<file path="config.mk">
export PLATFORM = sky130hd
export DESIGN_NAME = some_sub_module_flat
export DESIGN_NICKNAME = d
export VERILOG_FILES = /design/src/rtl/some_sub_module_if.sv /design/src/rtl/some_sub_module.sv /design/src/flat_wrapper.sv
export SDC_FILE = /design/constraint.sdc
export NUM_CORES = 1
export LEC_CHECK = 0
export ABC_AREA = 0
export CORE_UTILIZATION = 30
export CTS_CLUSTER_DIAMETER = 60
export DETAILED_ROUTE_END_ITERATION = 7
export HOLD_SLACK_MARGIN = 0.1
export PLACE_DENSITY_LB_ADDON = 0.12
export SLEW_MARGIN = 25
export SYNTH_ARGS = -nofsm -noshare
export SYNTH_HDL_FRONTEND = slang
export SYNTH_SLANG_ARGS = --single-unit
</file>
<file path="constraint.sdc">
create_clock -name i_clk -period 5.2 [get_ports i_clk]
set_clock_uncertainty 0.2 [all_clocks]
set_input_delay 0.78 -clock i_clk [delete_from_list [all_inputs] [get_ports i_clk]]
set_output_delay 0.78 -clock i_clk [all_outputs]
set_load 0.01 [all_outputs]
</file>
<file path="src/rtl/some_sub_module_if.sv">
// Sample strobe/clear/data in, windowed sum/average/fill status out.
// Latency, handshake and backpressure behaviour belong to the module that uses it.
interface some_sub_module_if #(
    parameter int WINDOW = 4
);
    localparam int W_SUM  = 4 + $clog2(WINDOW);
    localparam int W_FILL = $clog2(WINDOW) + 1;

    logic              a;
    logic              b;
    logic [3:0]        c;
    logic [W_SUM-1:0]  o_sum;
    logic [3:0]        o_avg;
    logic [W_FILL-1:0] o_fill;
    logic              o_full;
    logic              o_valid;

    modport master (
        output a, b, c,
        input  o_sum, o_avg, o_fill, o_full, o_valid
    );

    modport slave (
        input  a, b, c,
        output o_sum, o_avg, o_fill, o_full, o_valid
    );
endinterface

</file>
<file path="src/rtl/some_sub_module.sv">
// Moving sum over the last WINDOW 4-bit samples. An accepted sample shows up one cycle later.
// There is no backpressure: every strobe is taken unless clear (b) or reset wins.
module some_sub_module #(
    parameter int WINDOW = 4
) (
    input logic             i_clk,
    input logic             resetn,
    some_sub_module_if.slave bus
);
    localparam int LOG2W  = $clog2(WINDOW);
    localparam int W_SUM  = 4 + LOG2W;
    localparam int W_FILL = LOG2W + 1;

    logic [WINDOW-1:0][3:0] slot_q, slot_d;
    logic [W_SUM-1:0]       sum_q, sum_d;
    logic [W_FILL-1:0]      fill_q, fill_d;
    logic                   valid_q, valid_d;

    always_comb begin
        slot_d  = slot_q;
        sum_d   = sum_q;
        fill_d  = fill_q;
        valid_d = 1'b0;
        if (bus.b) begin
            slot_d = '0;
            sum_d  = '0;
            fill_d = '0;
        end else if (bus.a) begin
            for (int i = WINDOW - 1; i > 0; i--) begin
                slot_d[i] = slot_q[i-1];
            end
            slot_d[0] = bus.c;
            // Empty slots hold zero, so subtracting the oldest is exact while filling.
            sum_d   = sum_q + W_SUM'(bus.c) - W_SUM'(slot_q[WINDOW-1]);
            fill_d  = (fill_q == W_FILL'(WINDOW)) ? fill_q : fill_q + W_FILL'(1);
            valid_d = 1'b1;
        end
    end

    always_ff @(posedge i_clk or negedge resetn) begin
        if (!resetn) begin
            slot_q  <= '0;
            sum_q   <= '0;
            fill_q  <= '0;
            valid_q <= 1'b0;
        end else begin
            slot_q  <= slot_d;
            sum_q   <= sum_d;
            fill_q  <= fill_d;
            valid_q <= valid_d;
        end
    end

    // The top four bits of the sum are the sum divided by WINDOW.
    assign bus.o_sum   = sum_q;
    assign bus.o_avg   = sum_q[W_SUM-1:LOG2W];
    assign bus.o_fill  = fill_q;
    assign bus.o_full  = (fill_q == W_FILL'(WINDOW));
    assign bus.o_valid = valid_q;
endmodule

</file>
<file path="src/flat_wrapper.sv">
// flat-port wrapper written by rule: the top's interface ports become plain ports
module some_sub_module_flat 
#(
    parameter int WINDOW = 4
)
  (i_clk, resetn, bus_a, bus_b, bus_c, bus_o_sum, bus_o_avg, bus_o_fill, bus_o_full, bus_o_valid);
  some_sub_module_if #(.WINDOW(WINDOW)) bus_i ();
  input logic i_clk;
  input logic resetn;
  input wire logic [$bits(bus_i.a)-1:0] bus_a;
  input wire logic [$bits(bus_i.b)-1:0] bus_b;
  input wire logic [$bits(bus_i.c)-1:0] bus_c;
  output wire logic [$bits(bus_i.o_sum)-1:0] bus_o_sum;
  output wire logic [$bits(bus_i.o_avg)-1:0] bus_o_avg;
  output wire logic [$bits(bus_i.o_fill)-1:0] bus_o_fill;
  output wire logic [$bits(bus_i.o_full)-1:0] bus_o_full;
  output wire logic [$bits(bus_i.o_valid)-1:0] bus_o_valid;
  assign bus_i.a = bus_a;
  assign bus_i.b = bus_b;
  assign bus_i.c = bus_c;
  assign bus_o_sum = bus_i.o_sum;
  assign bus_o_avg = bus_i.o_avg;
  assign bus_o_fill = bus_i.o_fill;
  assign bus_o_full = bus_i.o_full;
  assign bus_o_valid = bus_i.o_valid;
  some_sub_module #(.WINDOW(WINDOW)) u_core (.i_clk(i_clk), .resetn(resetn), .bus(bus_i));
endmodule
</file>
==> results.json <==
{
  "routed_wirelength_um": 2400,
  "nNetsFinal": 177,
  "grt_antenna_before_repair": 0,
  "critical_path_required_ps": 5160,
  "cts_tree": "built",
  "drc_errors": 1,
  "worst_tran_pin_value_ps": 959,
  "start_util": 0.322,
  "vdd_ir_drop_max_mv": 0.147,
  "rsz0062_at_grt": "no",
  "timing_worst_setup_path_type": "in -> reg",
  "achievable-frequency_mhz": 320,
  "io_buffer_count": 22,
  "ys.warnings.count": 0,
  "total_leakage_power_nw": 0.867,
  "placement.cell_area_mm2": 0.00167,
  "seq_area_frac_synth": 0.451,
  "via_count_of_the_first_global_routing_pass": 976,
  "min_path_type": "reg -> reg",
  "cts-hold-fix-buffers": 0,
  "fp.dieArea_mm2": 0.00509,
  "hpwlAfterDp_um": 1750,
  "timing.hold.worst.start": "u_core.slot_q[1]$_DFFE_PN0P_",
  "postSynthAreaPerCell_um2": 10.4,
  "synth_cell_type_count": 25,
  "fin_tns_setup_ps": 0,
  "total_cts_buffers": 3,
  "core-area_mm2": 0.00447,
  "fraction_of_final_layout_cells_sized_beyond_drive_strength_1": 0.0449,
  "ctsRootBufferMaster": "sky130_fd_sc_hd__clkbuf_8",
  "mostFrequentLayoutCell": "sky130_fd_sc_hd__dfrtp_1",
  "clock_network_latency_to_the_later_pin_of_the_worst_skew_pair_ps": 270,
  "final_cell_area_mm2": 0.00172,
  "tritoncts_num_sinks": 26,
  "mappedNetlistNets": 158,
  "num_antenna_cells": 0,
  "layout.cells.most_common_list": "sky130_fd_sc_hd__dfrtp_1, sky130_fd_sc_hd__nor2_1, sky130_fd_sc_hd__clkdlybuf4s50_1",
  "worst_hold_path.endpoint": "u_core.slot_q[5]$_DFFE_PN0P_",
  "ys_seq_elements": 26,
  "post-route-period-util": 0.601,
  "critPathCaptureType": "flip-flop",
  "timing.critical_path.from_type": "input port",
  "flow.area_growth_from_synthesis_pct": 19.6,
  "reg2reg_setup_slack_ps": 2630,
  "maxSlewHeadroom": 0.359,
  "crit_fanout": 2,
  "cp.arrival_ps": 3080,
  "grt_use_total": 0.111,
  "status": "finished with violations",
  "die_x_um": 71.3,
  "global_route.overflow_total": 0,
  "number_of_max_slew_violations_in_the_final_report": 0,
  "violations": "design-rule violations",
  "antenna_left": 0,
  "routabilityCongestion": 0.664,
  "wl_per_cell_um": 11.5,
  "cts_htree_levels": 1,
  "worst-r2r-cell-count": 9,
  "postCtsSetupBuffers": 0,
  "power_density_mw_per_mm2": 325,
  "hold_viol_final": 0,
  "post_cts_resize_count": 0,
  "avgViaCountPerCell": 4.48,
  "grt_first_pass_wirelength_um": 4420,
  "ios": 23,
  "clkSlewWorstSetupHoldPaths_ps": 90,
  "mappedNetlistArea_mm2": 0.00144,
  "setup-violations-final": 0,
  "vias": 932,
  "netlist_instances": 138,
  "clock_tree.buffer_depth": 2,
  "worst_r2r_startpoint": "u_core.bus.o_sum[1]$_DFFE_PN0P_",
  "grt_max_degree": 29,
  "drv.max_cap_violation_count": 0,
  "num_rows": 24,
  "die_boundary_height_um": 71.3,
  "worstHoldPathCells": 2,
  "r2r-end": "u_core.bus.o_sum[5]$_DFFE_PN0P_",
  "finalWorstPathRequiredPeriod_ps": 3120,
  "drtIter0Drc": 30,
  "drt_pass1_iterations": 6
}
report_power, final:
group          leakage [nW]  internal (mW)  total [mW]  switching, mW
Sequential            0.352          0.219       0.233         0.0144
Clock                0.0288         0.0676       0.128         0.0609
Combinational         0.486          0.105       0.199         0.0940
final cells by class:
class	instances	area, µm²
multi-input cells	82	643
clock buffers	4	55.1
inverters	20	75.1
repair buffers	24	235
fillers	438	2750
well taps	52	65.1
flip-flops and latches	26	651
synthesized netlist by cell type:
cell,count,share of area
sky130_fd_sc_hd__a211oi_1,1,0.0052
sky130_fd_sc_hd__a21o_1,3,0.016
sky130_fd_sc_hd__a21oi_1,5,0.017
sky130_fd_sc_hd__and2_1,1,0.0043
sky130_fd_sc_hd__and4b_1,1,0.0069
sky130_fd_sc_hd__buf_2,2,0.0069
sky130_fd_sc_hd__buf_4,4,0.021
sky130_fd_sc_hd__buf_6,1,0.0078
sky130_fd_sc_hd__clkbuf_1,2,0.0052
sky130_fd_sc_hd__clkbuf_8,1,0.0095
sky130_fd_sc_hd__dfrtp_1,26,0.45
sky130_fd_sc_hd__fa_1,4,0.056
sky130_fd_sc_hd__ha_1,8,0.069
sky130_fd_sc_hd__inv_1,20,0.052
sky130_fd_sc_hd__mux2_1,1,0.0078
sky130_fd_sc_hd__mux2i_1,19,0.13
sky130_fd_sc_hd__nand2_1,3,0.0078
sky130_fd_sc_hd__nand3_1,1,0.0035
sky130_fd_sc_hd__nand3_2,1,0.0069
sky130_fd_sc_hd__nand4_1,1,0.0043
sky130_fd_sc_hd__nor2_1,23,0.060
sky130_fd_sc_hd__nor2b_1,3,0.013
sky130_fd_sc_hd__nor3_1,2,0.0069
sky130_fd_sc_hd__o31ai_1,1,0.0052
sky130_fd_sc_hd__xnor2_1,4,0.024
stage by stage:
stage | hold WS, ps | instances | setup WS [ps] | utilization | power, mW
CTS | 332 | 208 | 2070 | 0.385 | 0.573
detailed placement | 315 | 204 | 1780 | 0.373 | 0.440
global route | 356 | 208 | 1940 | 0.385 | 0.604
global placement | 303 | 204 | 1830 | 0.373 | 0.438
floorplan | 284 | 138 | 2390 | - | 0.375
finish | 328 | 208 | 2080 | 0.385 | 0.561
per-layer routing:
| metal | track usage | share of wire | vias up |
|---|---|---|---|
| met3 | 0.0352 | 0.038 | 2 |
| met5 | 0 | 0 | - |
| met1 | 0.137 | 0.47 | 449 |
| met4 | 0.0267 | 0.0071 | 0 |
| met2 | 0.189 | 0.49 | 13 |
| li1 | - | - | 468 |
cells by family (layout without fill, tap and decap cells):
kind of cell               count (synthesis)  after routing  synth area share
xor gates and xnor gates                   4              4            0.0243
muxes                                     20             20             0.140
AOI/OAI and AO/OA                         10             10            0.0434
and+or+nand+nor                           36             36             0.114
adders and majority gates                 12             12             0.125
DFF                                       26             26             0.451
buffers and inverters                     30             48             0.102
registers in the layout, summed over array words and instances (netlist names):
register and cells:
u_core.bus.o_fill 3, u_core.bus.o_valid 1, u_core.slot_q 16, u_core.bus.o_sum 6
worst max-delay path, cell delays in order:
cell and delay, ps:
sky130_fd_sc_hd__clkdlybuf4s50_1 480, sky130_fd_sc_hd__inv_1 60, sky130_fd_sc_hd__fa_1 550, sky130_fd_sc_hd__inv_1 60
sky130_fd_sc_hd__ha_1 280, sky130_fd_sc_hd__a21o_1 160, sky130_fd_sc_hd__nand4_1 110, sky130_fd_sc_hd__nand3_2 90
sky130_fd_sc_hd__mux2i_1 190, sky130_fd_sc_hd__mux2_1 340
worst max path at each step:
stage | from | endpoint | slack, ps | cells after the start
after floorplan | bus_c[1] | u_core.bus.o_sum[5]$_DFFE_PN0P_ | 2390 | 9
after global placement | bus_c[1] | u_core.bus.o_sum[5]$_DFFE_PN0P_ | 1830 | 10
after detailed placement | bus_c[1] | u_core.bus.o_sum[5]$_DFFE_PN0P_ | 1780 | 10
after CTS | bus_c[1] | u_core.bus.o_sum[5]$_DFFE_PN0P_ | 2070 | 10
after global routing | bus_c[1] | u_core.bus.o_sum[5]$_DFFE_PN0P_ | 1940 | 10
final | bus_c[1] | u_core.bus.o_sum[5]$_DFFE_PN0P_ | 2080 | 10
Power figures use the tool's default switching activity.
